File: config.mk
export PLATFORM = sky130hd
export DESIGN_NAME = fetch_unit
export DESIGN_NICKNAME = d
export VERILOG_FILES = /design/src/rtl/mips_pkg.sv /design/src/rtl/fetch_queue.sv /design/src/rtl/fetch_unit.sv
export SDC_FILE = /design/constraint.sdc
export NUM_CORES = 1
export LEC_CHECK = 0
export ABC_AREA = 0
export BUFFER_PORTS_ARGS = -buffer_cell sky130_fd_sc_hd__buf_2
export CAP_MARGIN = 15
export CORE_MARGIN = 2
export CORE_UTILIZATION = 45
export CTS_CLUSTER_DIAMETER = 150
export DETAILED_ROUTE_END_ITERATION = 16
export PLACE_DENSITY = 0.62
export SLEW_MARGIN = 10
export SYNTH_ARGS = -nofsm -noshare
export SYNTH_HDL_FRONTEND = slang
export SYNTH_SLANG_ARGS = --single-unit
File: constraint.sdc
create_clock -name clk -period 4.3 [get_ports clk]
set_input_delay 0.86 -clock clk [delete_from_list [all_inputs] [get_ports clk]]
set_output_delay 0.86 -clock clk [all_outputs]
set_load 0.05 [all_outputs]
File: src/rtl/mips_pkg.sv
// Shared MIPS front-end definitions: opcodes, fetch defaults and the fetch FSM state type.
package mips_pkg;

    localparam int unsigned INSTR_W      = 32;
    localparam int unsigned PC_W_DEF     = 32;
    localparam int unsigned FQ_DEPTH_DEF = 4;
    localparam logic [31:0] RESET_PC_DEF = 32'h0000_0000;

    localparam logic [5:0]  OP_J   = 6'h02;
    localparam logic [5:0]  OP_HLT = 6'h3f;

    typedef enum logic [1:0] {
        ST_RUN       = 2'd0,
        ST_WAIT_KILL = 2'd1,
        ST_HALTED    = 2'd2
    } fetch_state_t;

endpackage

File: src/rtl/fetch_queue.sv
// Instruction queue between fetch and decode: DEPTH-entry FIFO of {instr, pc4}
// with registered head outputs, flush, and simultaneous push/pop even when full.
module fetch_queue
    import mips_pkg::*;
#(
    parameter int unsigned DEPTH = 4,
    parameter int unsigned PC_W  = 32
) (
    input  logic                     clk,
    input  logic                     rst,
    input  logic                     i_push,
    input  logic [INSTR_W-1:0]       i_instr,
    input  logic [PC_W-1:0]          i_pc4,
    input  logic                     i_pop,
    input  logic                     i_flush,
    output logic [$clog2(DEPTH):0]   o_count,
    output logic                     o_valid,
    output logic [INSTR_W-1:0]       o_instr,
    output logic [PC_W-1:0]          o_pc4
);

    localparam int unsigned AW = $clog2(DEPTH);
    localparam int unsigned CW = AW + 1;

    logic [INSTR_W-1:0] r_instr [DEPTH];
    logic [PC_W-1:0]    r_pc4   [DEPTH];
    logic [AW-1:0]      r_rd;
    logic [AW-1:0]      r_wr;
    logic [CW-1:0]      r_count;
    logic               r_valid;
    logic [INSTR_W-1:0] r_head_instr;
    logic [PC_W-1:0]    r_head_pc4;

    logic               w_do_pop;
    logic               w_do_push;
    logic [CW-1:0]      w_left;
    logic [CW-1:0]      w_count_n;
    logic [AW-1:0]      w_rd_n;
    logic [INSTR_W-1:0] w_head_instr_n;
    logic [PC_W-1:0]    w_head_pc4_n;

    // Next head: bypass the pushed word when the queue would otherwise be empty.
    always_comb begin
        w_do_pop       = i_pop && r_valid;
        w_do_push      = i_push && ((r_count != CW'(DEPTH)) || w_do_pop);
        w_left         = r_count - CW'(w_do_pop);
        w_count_n      = w_left + CW'(w_do_push);
        w_rd_n         = r_rd + AW'(w_do_pop);
        w_head_instr_n = '0;
        w_head_pc4_n   = '0;
        if (w_left == '0) begin
            if (w_do_push) begin
                w_head_instr_n = i_instr;
                w_head_pc4_n   = i_pc4;
            end
        end else begin
            w_head_instr_n = r_instr[w_rd_n];
            w_head_pc4_n   = r_pc4[w_rd_n];
        end
    end

    always_ff @(posedge clk or posedge rst) begin
        if (rst) begin
            r_rd         <= '0;
            r_wr         <= '0;
            r_count      <= '0;
            r_valid      <= 1'b0;
            r_head_instr <= '0;
            r_head_pc4   <= '0;
        end else if (i_flush) begin
            r_rd         <= '0;
            r_wr         <= '0;
            r_count      <= '0;
            r_valid      <= 1'b0;
            r_head_instr <= '0;
            r_head_pc4   <= '0;
        end else begin
            r_rd         <= w_rd_n;
            if (w_do_push) begin
                r_wr <= r_wr + AW'(1);
            end
            r_count      <= w_count_n;
            r_valid      <= (w_count_n != '0);
            r_head_instr <= w_head_instr_n;
            r_head_pc4   <= w_head_pc4_n;
        end
    end

    always_ff @(posedge clk) begin
        if (w_do_push && !i_flush) begin
            r_instr[r_wr] <= i_instr;
            r_pc4[r_wr]   <= i_pc4;
        end
    end

    assign o_count = r_count;
    assign o_valid = r_valid;
    assign o_instr = r_head_instr;
    assign o_pc4   = r_head_pc4;

endmodule

File: src/rtl/fetch_unit.sv
// Instruction fetch stage: PC, single-outstanding imem requests, redirect/halt handling.
// Define JUMP_PREDECODE_EN to let returned J words redirect fetch internally.
module fetch_unit
    import mips_pkg::*;
#(
    parameter int unsigned     PC_W     = PC_W_DEF,
    parameter logic [PC_W-1:0] RESET_PC = PC_W'(RESET_PC_DEF),
    parameter int unsigned     FQ_DEPTH = FQ_DEPTH_DEF
) (
    input  logic               clk,
    input  logic               rst,
    output logic               imem_req,
    output logic [PC_W-1:0]    imem_addr,
    input  logic               imem_rvalid,
    input  logic [INSTR_W-1:0] imem_rdata,
    output logic               if_valid,
    output logic [INSTR_W-1:0] if_instr,
    output logic [PC_W-1:0]    if_pc4,
    input  logic               id_ready,
    input  logic               redir_valid,
    input  logic [PC_W-1:0]    redir_pc,
    input  logic               halt,
    output logic               halted
);

    localparam int unsigned CW = $clog2(FQ_DEPTH) + 1;

    fetch_state_t    r_state;
    fetch_state_t    w_state_n;
    logic [PC_W-1:0] r_pc;
    logic [PC_W-1:0] w_pc_n;
    logic [PC_W-1:0] r_addr;
    logic            r_req;
    logic            r_out;
    logic            r_halted;

    logic            w_resp;
    logic            w_pop;
    logic            w_push;
    logic            w_flush;
    logic            w_issue;
    logic [PC_W-1:0] w_issue_addr;
    logic [PC_W-1:0] w_pc4;
    logic [PC_W-1:0] w_next_fetch;
    logic [PC_W-1:0] w_base;
    logic [CW-1:0]   w_count;
    logic [CW-1:0]   w_cnt_after;

    fetch_queue #(
        .DEPTH (FQ_DEPTH),
        .PC_W  (PC_W)
    ) u_queue (
        .clk     (clk),
        .rst     (rst),
        .i_push  (w_push),
        .i_instr (imem_rdata),
        .i_pc4   (w_pc4),
        .i_pop   (w_pop),
        .i_flush (w_flush),
        .o_count (w_count),
        .o_valid (if_valid),
        .o_instr (if_instr),
        .o_pc4   (if_pc4)
    );

    // A response belongs to the outstanding request only after its request cycle.
    assign w_resp      = imem_rvalid && r_out && !r_req;
    assign w_pop       = if_valid && id_ready;
    assign w_pc4       = r_addr + PC_W'(4);
    assign w_cnt_after = w_count + CW'(w_resp) - CW'(w_pop);
    assign w_base      = redir_valid ? redir_pc : r_pc;

`ifdef JUMP_PREDECODE_EN
    always_comb begin
        w_next_fetch = r_pc;
        if (w_resp && (imem_rdata[31:26] == OP_J)) begin
            w_next_fetch = {w_pc4[PC_W-1:28], imem_rdata[25:0], 2'b00};
        end
    end
`else
    always_comb begin
        w_next_fetch = r_pc;
    end
`endif

    // Next-state, issue and queue control.
    always_comb begin
        w_state_n    = r_state;
        w_pc_n       = r_pc;
        w_issue      = 1'b0;
        w_issue_addr = r_pc;
        w_push       = 1'b0;
        w_flush      = 1'b0;
        case (r_state)
            ST_RUN: begin
                if (halt) begin
                    w_state_n = ST_HALTED;
                    w_flush   = 1'b1;
                end else if (redir_valid) begin
                    w_flush = 1'b1;
                    if (r_out && !w_resp) begin
                        w_state_n = ST_WAIT_KILL;
                        w_pc_n    = redir_pc;
                    end else begin
                        w_issue      = 1'b1;
                        w_issue_addr = redir_pc;
                        w_pc_n       = redir_pc + PC_W'(4);
                    end
                end else begin
                    w_push = w_resp;
                    w_pc_n = w_next_fetch;
                    if ((!r_out || w_resp) && (w_cnt_after < CW'(FQ_DEPTH))) begin
                        w_issue      = 1'b1;
                        w_issue_addr = w_next_fetch;
                        w_pc_n       = w_next_fetch + PC_W'(4);
                    end
                end
            end
            ST_WAIT_KILL: begin
                if (halt) begin
                    w_state_n = ST_HALTED;
                    w_flush   = 1'b1;
                end else begin
                    w_pc_n = w_base;
                    if (w_resp) begin
                        w_state_n    = ST_RUN;
                        w_issue      = 1'b1;
                        w_issue_addr = w_base;
                        w_pc_n       = w_base + PC_W'(4);
                    end
                end
            end
            ST_HALTED: begin
                w_state_n = ST_HALTED;
            end
            default: begin
                w_state_n = ST_RUN;
            end
        endcase
    end

    always_ff @(posedge clk or posedge rst) begin
        if (rst) begin
            r_state  <= ST_RUN;
            r_pc     <= RESET_PC;
            r_addr   <= RESET_PC;
            r_req    <= 1'b0;
            r_out    <= 1'b0;
            r_halted <= 1'b0;
        end else begin
            r_state  <= w_state_n;
            r_pc     <= w_pc_n;
            r_req    <= w_issue;
            if (w_issue) begin
                r_addr <= w_issue_addr;
            end
            if (w_issue) begin
                r_out <= 1'b1;
            end else if (w_resp) begin
                r_out <= 1'b0;
            end
            r_halted <= r_halted || (w_state_n == ST_HALTED);
        end
    end

    assign imem_req  = r_req;
    assign imem_addr = r_addr;
    assign halted    = r_halted;

endmodule
==> results of run 1 <==
## metrics by stage
stage               hold WS, ps  cells  instance area (sq um)
CTS                         492   2142                  21500
global placement            450   2063                  20000
finish                      474   2143                  21500
floorplan                   479   1432                  18500
global route                515   2143                  21500
detailed placement          476   2063                  20000
## power by group
group / total [mW] / switching, mW / internal (mW) / leakage, nW
logic: 5.13 / 3.30 / 1.83 / 3.42
clock network: 3.79 / 1.50 / 2.29 / 0.711
registers: 5.12 / 0.436 / 4.68 / 4.02
total: 14.0 / 5.24 / 8.80 / 8.14
## worst register-to-register path, delay by kind of cell (launching register included)
| family | cells | cell delay, ps |
|---|---|---|
| AO/OA/AOI/OAI | 4 | 1650 |
| adder cells (fa/ha/maj) | 2 | 500 |
| buffers and inverters | 2 | 180 |
| flip-flops | 1 | 390 |
| AND/OR/NAND/NOR | 2 | 290 |
## layer usage
metal	vias to the layer above	global-route usage (%)
met4	0	6.86
met5	-	0
li1	5628	-
met3	66	3.01
met2	441	34.1
met1	6110	31.4
## kinds of logic (layout without fill, tap and decap cells)
logic type | Yosys count | in the layout
simple gates | 430 | 430
flops | 397 | 397
compound gates | 231 | 231
buf+inv | 130 | 308
mux | 120 | 120
xor+xnor | 110 | 110
fa+ha+maj | 14 | 14
other cells | 0 | 1
## sequential cells by signal (all words and copies together), names as in the netlist
signal	count
u_queue.r_instr	128
u_queue.r_pc4	128
imem_addr	32
r_pc	32
u_queue.o_instr	32
u_queue.o_pc4	32
u_queue.o_count	3
r_state	2
u_queue.r_rd	2
u_queue.r_wr	2
halted	1
imem_req	1
r_out	1
u_queue.o_valid	1
## layout by cell type, fill, tap and decap left out, types with 24 or more instances in the layout
cell	count
sky130_fd_sc_hd__edfxtp_1	256
sky130_fd_sc_hd__buf_2	167
sky130_fd_sc_hd__dfrtp_1	141
sky130_fd_sc_hd__nor2_1	113
sky130_fd_sc_hd__nand2_1	105
sky130_fd_sc_hd__a21oi_1	101
sky130_fd_sc_hd__nand3_1	86
sky130_fd_sc_hd__mux4_2	65
sky130_fd_sc_hd__xnor2_1	64
sky130_fd_sc_hd__mux2i_1	51
sky130_fd_sc_hd__xor2_1	45
sky130_fd_sc_hd__clkbuf_16	45
sky130_fd_sc_hd__o21ai_0	30
sky130_fd_sc_hd__nand4_1	28
sky130_fd_sc_hd__buf_4	26
sky130_fd_sc_hd__inv_1	25
sky130_fd_sc_hd__nor3_1	24
## worst paths after layout
check / start / to / slack [ps] / cells past startpoint
max reg2reg: u_queue.o_valid / r_pc[31] / 1140 / 10
max in group asynchronous: rst / u_queue.o_pc4[29] / 3190 / 3
min in group clk: halted / halted / 490 / 1
min reg2reg: halted / halted / 490 / 1
min: rst / r_pc[3] / 470 / 3
max: u_queue.o_valid / r_pc[31] / 1140 / 10
## final cells by class
cell class	instances	area, sq um
diodes	1	2.50
clock buffers	59	1220
clock inverters	20	238
fillers	3449	19200
inverters	26	101
multi-input cells	905	6780
flip-flops and latches	397	11200
well taps	532	666
repair buffers	203	1230
==> impl_table.tex, run 1 <==
\begin{tabular}{lr}
\hline
Metric & Value \\
\hline
\multicolumn{2}{l}{\textbf{Power}} \\
\quad Post-layout total power & between 10 and 15 mW \\
\quad IR Drop Worst-Case VDD & roughly 0.00030 V \\
\quad Cell leakage power & $\sim$8.1 nW \\
\quad Power per cell area & $\sim$650 nW/um\^{}2 \\
\multicolumn{2}{l}{\textbf{Cells and area}} \\
\quad Fraction of final layout cells with drive strength greater than 1 & between 20\% and 30\% \\
\quad Nets & 1,660 \\
\quad Util after Layout & around 53\% \\
\quad Area growth syn-to-layout & 16.1\% \\
\multicolumn{2}{l}{\textbf{Routing}} \\
\quad Highest routed layer & met4 \\
\quad Remaining antenna violation count & 0 \\
\quad Post-DR vias/cell & approximately 5.7 \\
\quad Residual DRC count & 0 \\
\quad Drt initial violations & slightly above 900 \\
\quad Via Count & around 12,000 \\
\quad Length of the first detailed-routing pass in iterations & 5 \\
\quad Met3 WL post-DR & between 3000 and 4000 um \\
\quad Total length of routed met2 wires & approximately 21,000 um \\
\quad Total routed wirelength & 45,600 um \\
\quad M1 WL & slightly above 20,000 um \\
\quad Final routed wire length divided by cell count & 21.3 um \\
\multicolumn{2}{l}{\textbf{Timing}} \\
\quad Fin crit share & between 70\% and 80\% \\
\quad Setup repair after global routing missed its margin & false \\
\quad Final total negative setup slack & 0 ps \\
\quad PnR worst setup slack & $\sim$1100 ps \\
\quad Worst clock skew on the final layout & 24.5 ps \\
\quad Max-slew violation count & 0 \\
\quad Final period demand of the worst path & between 3000 and 4000 ps \\
\quad Slew @ Worst Pin & between 1000 and 1500 ps \\
\quad Remaining max-slew budget at the tightest pin & a little under a third \\
\quad Achievable Freq & 317 MHz \\
\quad Final setup vio count & 0 \\
\quad Number of hold violations in the final report & 0 \\
\multicolumn{2}{l}{\textbf{Outcome}} \\
\quad Status & completed \\
\multicolumn{2}{l}{\textbf{Synth}} \\
\quad Mapped Avg Cell Area & roughly 13 sq um \\
\quad Simple-gate share of the synthesized area & a little under an eighth \\
\quad Count of warnings emitted by yosys & 0 \\
\quad Compound-cell area share of the yosys netlist & under 10\% \\
\quad Number of nets produced by synthesis & around 1,500 \\
\quad Post-synthesis mux area share & roughly 11\% \\
\quad Post-synth EDFFs & 256 \\
\quad Post-synthesis cell type count & between 60 and 70 \\
\quad Commonest cells in the netlist & sky130\_fd\_sc\_hd\_\_edfxtp\_1 (256), sky130\_fd\_sc\_hd\_\_dfrtp\_1 (141), sky130\_fd\_sc\_hd\_\_nor2\_1 (114) \\
\quad Post-synthesis instance area & around 18,000 sq um \\
\quad Count of state elements after synthesis & 397 \\
\quad Cells taking the most area after synthesis & sky130\_fd\_sc\_hd\_\_edfxtp\_1 (42\%), sky130\_fd\_sc\_hd\_\_dfrtp\_1 (19\%), sky130\_fd\_sc\_hd\_\_mux4\_2 (7.9\%), sky130\_fd\_sc\_hd\_\_xnor2\_1 (3.0\%), sky130\_fd\_sc\_hd\_\_a21oi\_1 (2.8\%) \\
\quad Cell with the most instances after synthesis & sky130\_fd\_sc\_hd\_\_edfxtp\_1 \\
\quad Area share of the largest cell type after synthesis & approximately two fifths \\
\quad Synth Flop Type & sky130\_fd\_sc\_hd\_\_edfxtp\_1 \\
\quad Synth Instances & between 1,000 and 1,500 \\
\quad Combinational family with the most area after synthesis & simple AND/OR/NAND/NOR gates \\
\quad Sequential cell area fraction in the yosys report & $\sim$61\% \\
\quad Cell taking the most area after synthesis & sky130\_fd\_sc\_hd\_\_edfxtp\_1 \\
\quad Arithmetic-cell share of the synthesized area counting full adders, half adders and majority gates & 0.948\% \\
\quad Fraction of synthesized cell area in xor and xnor cells & 5.21\% \\
\quad Proportion of synthesized flip-flops having asynchronous set or reset & between 30\% and 40\% \\
\multicolumn{2}{l}{\textbf{Setup path}} \\
\quad Data required time at the worst endpoint & between 4000 and 5000 ps \\
\quad Critical path startpoint category & flop \\
\quad Crit path kind & flop to flop \\
\quad Cell type group with the largest total delay on the critical path & compound AO/OA/AOI/OAI gates \\
\quad Worst-path cell chain & nand2\_1 -> inv\_1 -> ha\_1 -> inv\_1 -> ha\_1 -> a31oi\_1 -> nand3\_1 -> o211a\_1 -> o41ai\_1 -> o31ai\_1 \\
\quad WP buf/inv & 2 \\
\quad Worst Path Arrival & $\sim$3600 ps \\
\quad Slowest-stage cell, CP & sky130\_fd\_sc\_hd\_\_o211a\_1 \\
\quad Critical Path Sink Type & flop \\
\quad Largest stage delay on the critical path & between 500 and 600 ps \\
\quad Worst-path fanout max & 27 \\
\multicolumn{2}{l}{\textbf{Clock tree}} \\
\quad Number of buffers inserted for hold repair after clock tree synthesis & 0 \\
\quad Cells resized by post-CTS repair & 0 \\
\quad Library cell used as clock root buffer & sky130\_fd\_sc\_hd\_\_clkbuf\_16 \\
\quad Number of sinks on the clock net & 397 \\
\quad CTS tree & done \\
\quad Later-pin clock latency in the skew report & around 560 ps \\
\quad H-tree level count & 2 \\
\quad CTS max path bufs & 3 \\
\quad Count of buffers added by post-CTS timing repair for setup & 0 \\
\quad Clock slew at the register clock pins of the worst setup and hold paths & around 60 ps \\
\quad Number of buffers created by CTS & 43 \\
\multicolumn{2}{l}{\textbf{Global route}} \\
\quad Total global routing overflow & 0 \\
\quad Largest net degree at the start of global routing & around 110 \\
\quad Global Route Usage Sum & 21.7\% \\
\quad Global-route wire length before repair & between 70,000 and 80,000 um \\
\quad Number of global-route vias before repair & about 12,000 \\
\quad Antenna violations before repair & 1 \\
\multicolumn{2}{l}{\textbf{Floorplanning}} \\
\quad Die Y-Extent & 207 um \\
\quad Core footprint & 40,600 sq um \\
\quad Die outline area & between 40,000 and 50,000 sq um \\
\quad Num rows & 74 \\
\quad Initial core utilization & between 40\% and 50\% \\
\quad Boundary pin count & 169 \\
\quad Horizontal extent of the die & around 210 um \\
\multicolumn{2}{l}{\textbf{Placement}} \\
\quad Worst setup slack before clock tree synthesis & around 550 ps \\
\quad Port Buffers & around 170 \\
\quad DP Wirelength & 29,700 um \\
\quad Routability Congestion & about 0.90 \\
\multicolumn{2}{l}{\textbf{Hold path}} \\
\quad Worst min-delay path class & primary input to async pin \\
\multicolumn{2}{l}{\textbf{Run}} \\
\quad Max\_cap viols & 0 \\
\hline
\end{tabular}
(Power assumes the default switching activity.)
==> run 2, diff against run 1 <==
--- a/config.mk
+++ b/config.mk
@@ -5,14 +5,14 @@
 export SDC_FILE = /design/constraint.sdc
 export NUM_CORES = 1
 export LEC_CHECK = 0
-export ABC_AREA = 0
+export ABC_AREA = 1
 export BUFFER_PORTS_ARGS = -buffer_cell sky130_fd_sc_hd__buf_2
 export CAP_MARGIN = 15
 export CORE_MARGIN = 2
 export CORE_UTILIZATION = 45
 export CTS_CLUSTER_DIAMETER = 150
 export DETAILED_ROUTE_END_ITERATION = 16
-export PLACE_DENSITY = 0.62
+export PLACE_DENSITY = 0.59
 export SLEW_MARGIN = 10
 export SYNTH_ARGS = -nofsm -noshare
 export SYNTH_HDL_FRONTEND = slang
==> constraint.sdc (replaced) <==
create_clock -name clk -period 3 [get_ports clk]
set_input_delay 0.6 -clock clk [delete_from_list [all_inputs] [get_ports clk]]
set_output_delay 0.6 -clock clk [all_outputs]
set_load 0.05 [all_outputs]
==> run 2 against run 1 <==
Sequential power is 42% higher; die area is 13% higher; clock skew is 13 ps lower; worst hold slack worse by 320 ps; via count is 45% higher; critical path type unchanged.
==> impl_table.tex, run 2 <==
\begin{tabular}{lr}
\hline
Metric & Value \\
\hline
\multicolumn{2}{l}{\textbf{Setup path}} \\
\quad Critical Path Sink Type & flop \\
\quad Data required time at the worst endpoint & roughly 3500 ps \\
\quad Worst flop-to-flop path endpoint & r\_pc[12] \\
\quad Worst-path fanout max & 43 \\
\quad Cell type group with the largest total delay on the critical path & adder cells \\
\quad Crit path kind & flop to flop \\
\quad Reg2reg start & u\_queue.o\_valid \\
\quad Crit. Startpoint & u\_queue.o\_valid \\
\quad Critical path startpoint category & flop \\
\quad Worst-path cell chain & nand2\_1 -> inv\_1 -> ha\_1 -> inv\_1 -> ha\_1 -> nand2\_1 -> o21bai\_1 -> xor2\_1 -> nand2\_1 -> a21oi\_4 -> buf\_12 -> nor2\_1 -> a31oi\_1 \\
\quad Slowest-stage cell, CP & sky130\_fd\_sc\_hd\_\_xor2\_1 \\
\quad WP buf/inv & 3 \\
\quad FF-to-FF setup slack & approximately 380 ps \\
\quad Cell with the most instances on the worst path & sky130\_fd\_sc\_hd\_\_nand2\_1 \\
\quad Largest stage delay on the critical path & 410 ps \\
\quad Worst Path Arrival & $\sim$3100 ps \\
\quad Reg2reg path depth & 13 \\
\multicolumn{2}{l}{\textbf{Routing}} \\
\quad Total routed wirelength & 64,500 um \\
\quad M1 WL & roughly 28,000 um \\
\quad Residual DRC count & 0 \\
\quad Length of the first detailed-routing pass in iterations & 5 \\
\quad Total length of routed met2 wires & slightly above 30,000 um \\
\quad Highest routed layer & met5 \\
\quad Met3 WL post-DR & 4120 um \\
\quad Drt initial violations & about 1,600 \\
\quad Final routed wire length divided by cell count & roughly 20 um \\
\quad Post-DR vias/cell & roughly 5.5 \\
\quad Remaining antenna violation count & 0 \\
\quad Via Count & around 18,000 \\
\multicolumn{2}{l}{\textbf{Synth}} \\
\quad Number of nets produced by synthesis & 2,498 \\
\quad Count of warnings emitted by yosys & 0 \\
\quad Count of state elements after synthesis & about 400 \\
\quad Post-synth EDFFs & 256 \\
\quad Synth Flop Type & sky130\_fd\_sc\_hd\_\_edfxtp\_1 \\
\quad Compound-cell area share of the yosys netlist & roughly 15\% \\
\quad Simple-gate share of the synthesized area & a little under a quarter \\
\quad Post-synthesis mux area share & less than 1\% \\
\quad Fraction of synthesized cell area in xor and xnor cells & $\sim$1.5\% \\
\quad Cells taking the most area after synthesis & sky130\_fd\_sc\_hd\_\_edfxtp\_1 (37\%), sky130\_fd\_sc\_hd\_\_dfrtp\_1 (17\%), sky130\_fd\_sc\_hd\_\_nand2\_1 (8.5\%), sky130\_fd\_sc\_hd\_\_nor2\_1 (6.9\%), sky130\_fd\_sc\_hd\_\_o21ai\_0 (4.9\%) \\
\quad Post-synthesis cell type count & 53 \\
\quad Arithmetic-cell share of the synthesized area counting full adders, half adders and majority gates & 0.833\% \\
\quad Area share of the largest cell type after synthesis & between 30\% and 40\% \\
\quad Cell with the most instances after synthesis & sky130\_fd\_sc\_hd\_\_nand2\_1 \\
\quad Mapped Avg Cell Area & slightly below 9 sq um \\
\quad Cell taking the most area after synthesis & sky130\_fd\_sc\_hd\_\_edfxtp\_1 \\
\quad Sequential cell area fraction in the yosys report & about 53\% \\
\quad Commonest cells in the netlist & sky130\_fd\_sc\_hd\_\_nand2\_1 (477), sky130\_fd\_sc\_hd\_\_nor2\_1 (389), sky130\_fd\_sc\_hd\_\_edfxtp\_1 (256) \\
\quad Synth Instances & approximately 2,400 \\
\quad Post-synthesis instance area & around 21,000 sq um \\
\quad Proportion of synthesized flip-flops having asynchronous set or reset & between 30\% and 40\% \\
\quad Combinational family with the most area after synthesis & simple AND/OR/NAND/NOR gates \\
\multicolumn{2}{l}{\textbf{Power}} \\
\quad Clock network fraction of design power & between 20 and 25\% \\
\quad Cell leakage power & 9.69 nW \\
\quad Power per cell area & roughly 910 nW/um\^{}2 \\
\quad Post-layout total power & roughly 22 mW \\
\quad IR Drop Worst-Case VDD & between 0.0006 and 0.0007 V \\
\quad Pint & around 13 mW \\
\quad Comb power frac & about 42\% \\
\quad Sequential group share of total power & about a third \\
\quad Net switching power figure & 9.36 mW \\
\quad Sw frac & between 40\% and 50\% \\
\multicolumn{2}{l}{\textbf{Hold path}} \\
\quad Worst min-delay path class & primary input to async pin \\
\multicolumn{2}{l}{\textbf{Timing}} \\
\quad Achievable Freq & 381 MHz \\
\quad Final setup vio count & 0 \\
\quad Final total negative setup slack & 0 ps \\
\quad Remaining max-slew budget at the tightest pin & between 60\% and 70\% \\
\quad Setup repair after global routing missed its margin & false \\
\quad Final hold slack & between 100 and 150 ps \\
\quad Fin crit share & between 80\% and 90\% \\
\quad Final period demand of the worst path & between 2000 and 3000 ps \\
\quad Max-slew violation count & 0 \\
\quad Worst clock skew on the final layout & around 12 ps \\
\quad Slew @ Worst Pin & about 590 ps \\
\quad Number of hold violations in the final report & 0 \\
\multicolumn{2}{l}{\textbf{Placement}} \\
\quad Routability Congestion & 0.953 \\
\quad Cell total after placement & between 3,000 and 4,000 \\
\quad DP Wirelength & between 40,000 and 50,000 um \\
\quad Port Buffers & about 170 \\
\multicolumn{2}{l}{\textbf{Clock tree}} \\
\quad CTS max path bufs & 3 \\
\quad Number of sinks on the clock net & $\sim$400 \\
\quad Cells resized by post-CTS repair & 0 \\
\quad Clock slew at the register clock pins of the worst setup and hold paths & 60 ps \\
\quad H-tree level count & 2 \\
\quad Number of buffers created by CTS & 44 \\
\quad Later-pin clock latency in the skew report & 550 ps \\
\quad Library cell used as clock root buffer & sky130\_fd\_sc\_hd\_\_clkbuf\_16 \\
\quad Count of buffers added by post-CTS timing repair for setup & 0 \\
\quad CTS tree & done \\
\quad Number of buffers inserted for hold repair after clock tree synthesis & 0 \\
\multicolumn{2}{l}{\textbf{Floorplanning}} \\
\quad Initial core utilization & a little under half \\
\quad Die Y-Extent & around 220 um \\
\quad Die outline area & $\sim$48,000 sq um \\
\quad Core footprint & about 46,000 sq um \\
\quad Horizontal extent of the die & 220 um \\
\quad Boundary pin count & $\sim$170 \\
\quad Num rows & between 70 and 80 \\
\multicolumn{2}{l}{\textbf{Cells and area}} \\
\quad Nets & roughly 2,700 \\
\quad Number of non-filler instances in the completed layout & $\sim$3,200 \\
\quad Inserted Diodes & 0 \\
\quad Number of inserted filler cells in the final layout & around 4,300 \\
\quad Most frequent cells in the layout & sky130\_fd\_sc\_hd\_\_nand2\_1 (477), sky130\_fd\_sc\_hd\_\_nor2\_1 (384), sky130\_fd\_sc\_hd\_\_edfxtp\_1 (256) \\
\quad Commonest non-fill, non-tap cell in the layout & sky130\_fd\_sc\_hd\_\_nand2\_1 \\
\quad Largest regs & u\_queue.r\_instr: 128 flops, u\_queue.r\_pc4: 128 flops \\
\quad Area growth syn-to-layout & 15.9\% \\
\quad Fraction of final layout cells with drive strength greater than 1 & between 10\% and 20\% \\
\multicolumn{2}{l}{\textbf{Global route}} \\
\quad Global-route wire length before repair & 99,100 um \\
\quad Largest net degree at the start of global routing & 84 \\
\quad Number of global-route vias before repair & $\sim$17,000 \\
\quad Total global routing overflow & 0 \\
\quad Antenna violations before repair & 1 \\
\quad Global Route Usage Sum & roughly a quarter \\
\multicolumn{2}{l}{\textbf{Outcome}} \\
\quad Status & completed \\
\multicolumn{2}{l}{\textbf{Run}} \\
\quad Max\_cap viols & 0 \\
\hline
\end{tabular}
-- run 2: changes by cell type after synthesis, moves of 21 or more --
cell and delta:
sky130_fd_sc_hd__a211oi_2 +30, sky130_fd_sc_hd__a21oi_1 +53, sky130_fd_sc_hd__a31oi_1 +28, sky130_fd_sc_hd__clkbuf_1 +21, sky130_fd_sc_hd__inv_1 +150, sky130_fd_sc_hd__mux2i_1 -50
sky130_fd_sc_hd__mux4_2 -65, sky130_fd_sc_hd__nand2_1 +372, sky130_fd_sc_hd__nand3_1 +35, sky130_fd_sc_hd__nor2_1 +275, sky130_fd_sc_hd__o21ai_0 +174, sky130_fd_sc_hd__o21ai_1 +21
sky130_fd_sc_hd__xnor2_1 -57
-- run 2: worst min-delay path: cells and delay by family --
family,cells,cell delay (ps)
buffers and inverters,3,480
-- run 2: cell type report --
type	instances	area, sq um	area share (%)
clock buffers	60	1280	5.27
clock inverters	22	199	0.817
inverters	188	718	2.95
multi-input cells	1701	8490	34.9
flip-flops and latches	397	11200	46.1
well taps	607	759	3.12
repair buffers	238	1680	6.91
-- run 2: through the flow --
| step | worst slack, ps | utilization (%) | cell area (sq um) |
|---|---|---|---|
| after floorplan | -408 | - | 21000 |
| after global placement | 161 | 49.3 | 22900 |
| after detailed placement | 99.7 | 49.3 | 22900 |
| after CTS | 417 | 52.5 | 24300 |
| after global routing | 205 | 52.5 | 24300 |
| final | 379 | 52.5 | 24300 |
-- run 2: kinds of logic after synthesis --
kind of cell	Yosys count
AND/OR/NAND/NOR	1124
AO/OA/AOI/OAI	525
flip-flops	397
buffers and inverters	316
XOR/XNOR	37
adder cells (fa/ha/maj)	14
multiplexers	1
-- run 2: how the worst max path moves through the flow --
| stage | endpoint | slack [ps] | cells after the start |
|---|---|---|---|
| final | r_pc[12] | 380 | 13 |
| after global routing | r_pc[12] | 210 | 13 |
| after CTS | r_pc[2] | 420 | 13 |
| after detailed placement | r_pc[2] | 100 | 14 |
| after global placement | r_pc[13] | 160 | 14 |
| after floorplan | u_queue.r_instr[0][0] | -410 | 7 |
-- run 2: power groups by stage --
stage	sequential [mW]	combinational [mW]	clock (mW)
finish	7.26	9.34	5.46
global route	7.33	10.2	5.81
CTS	7.26	9.40	5.58
detailed placement	7.37	9.35	0
global placement	7.34	9.25	0
floorplan	9.07	4.77	0
-- run 2: per-layer routing --
metal | up-vias | global-route usage [%]
li1 | 8503 | -
met1 | 8546 | 36.5
met2 | 635 | 44.4
met3 | 112 | 3.60
met4 | 2 | 7.38
met5 | - | 0
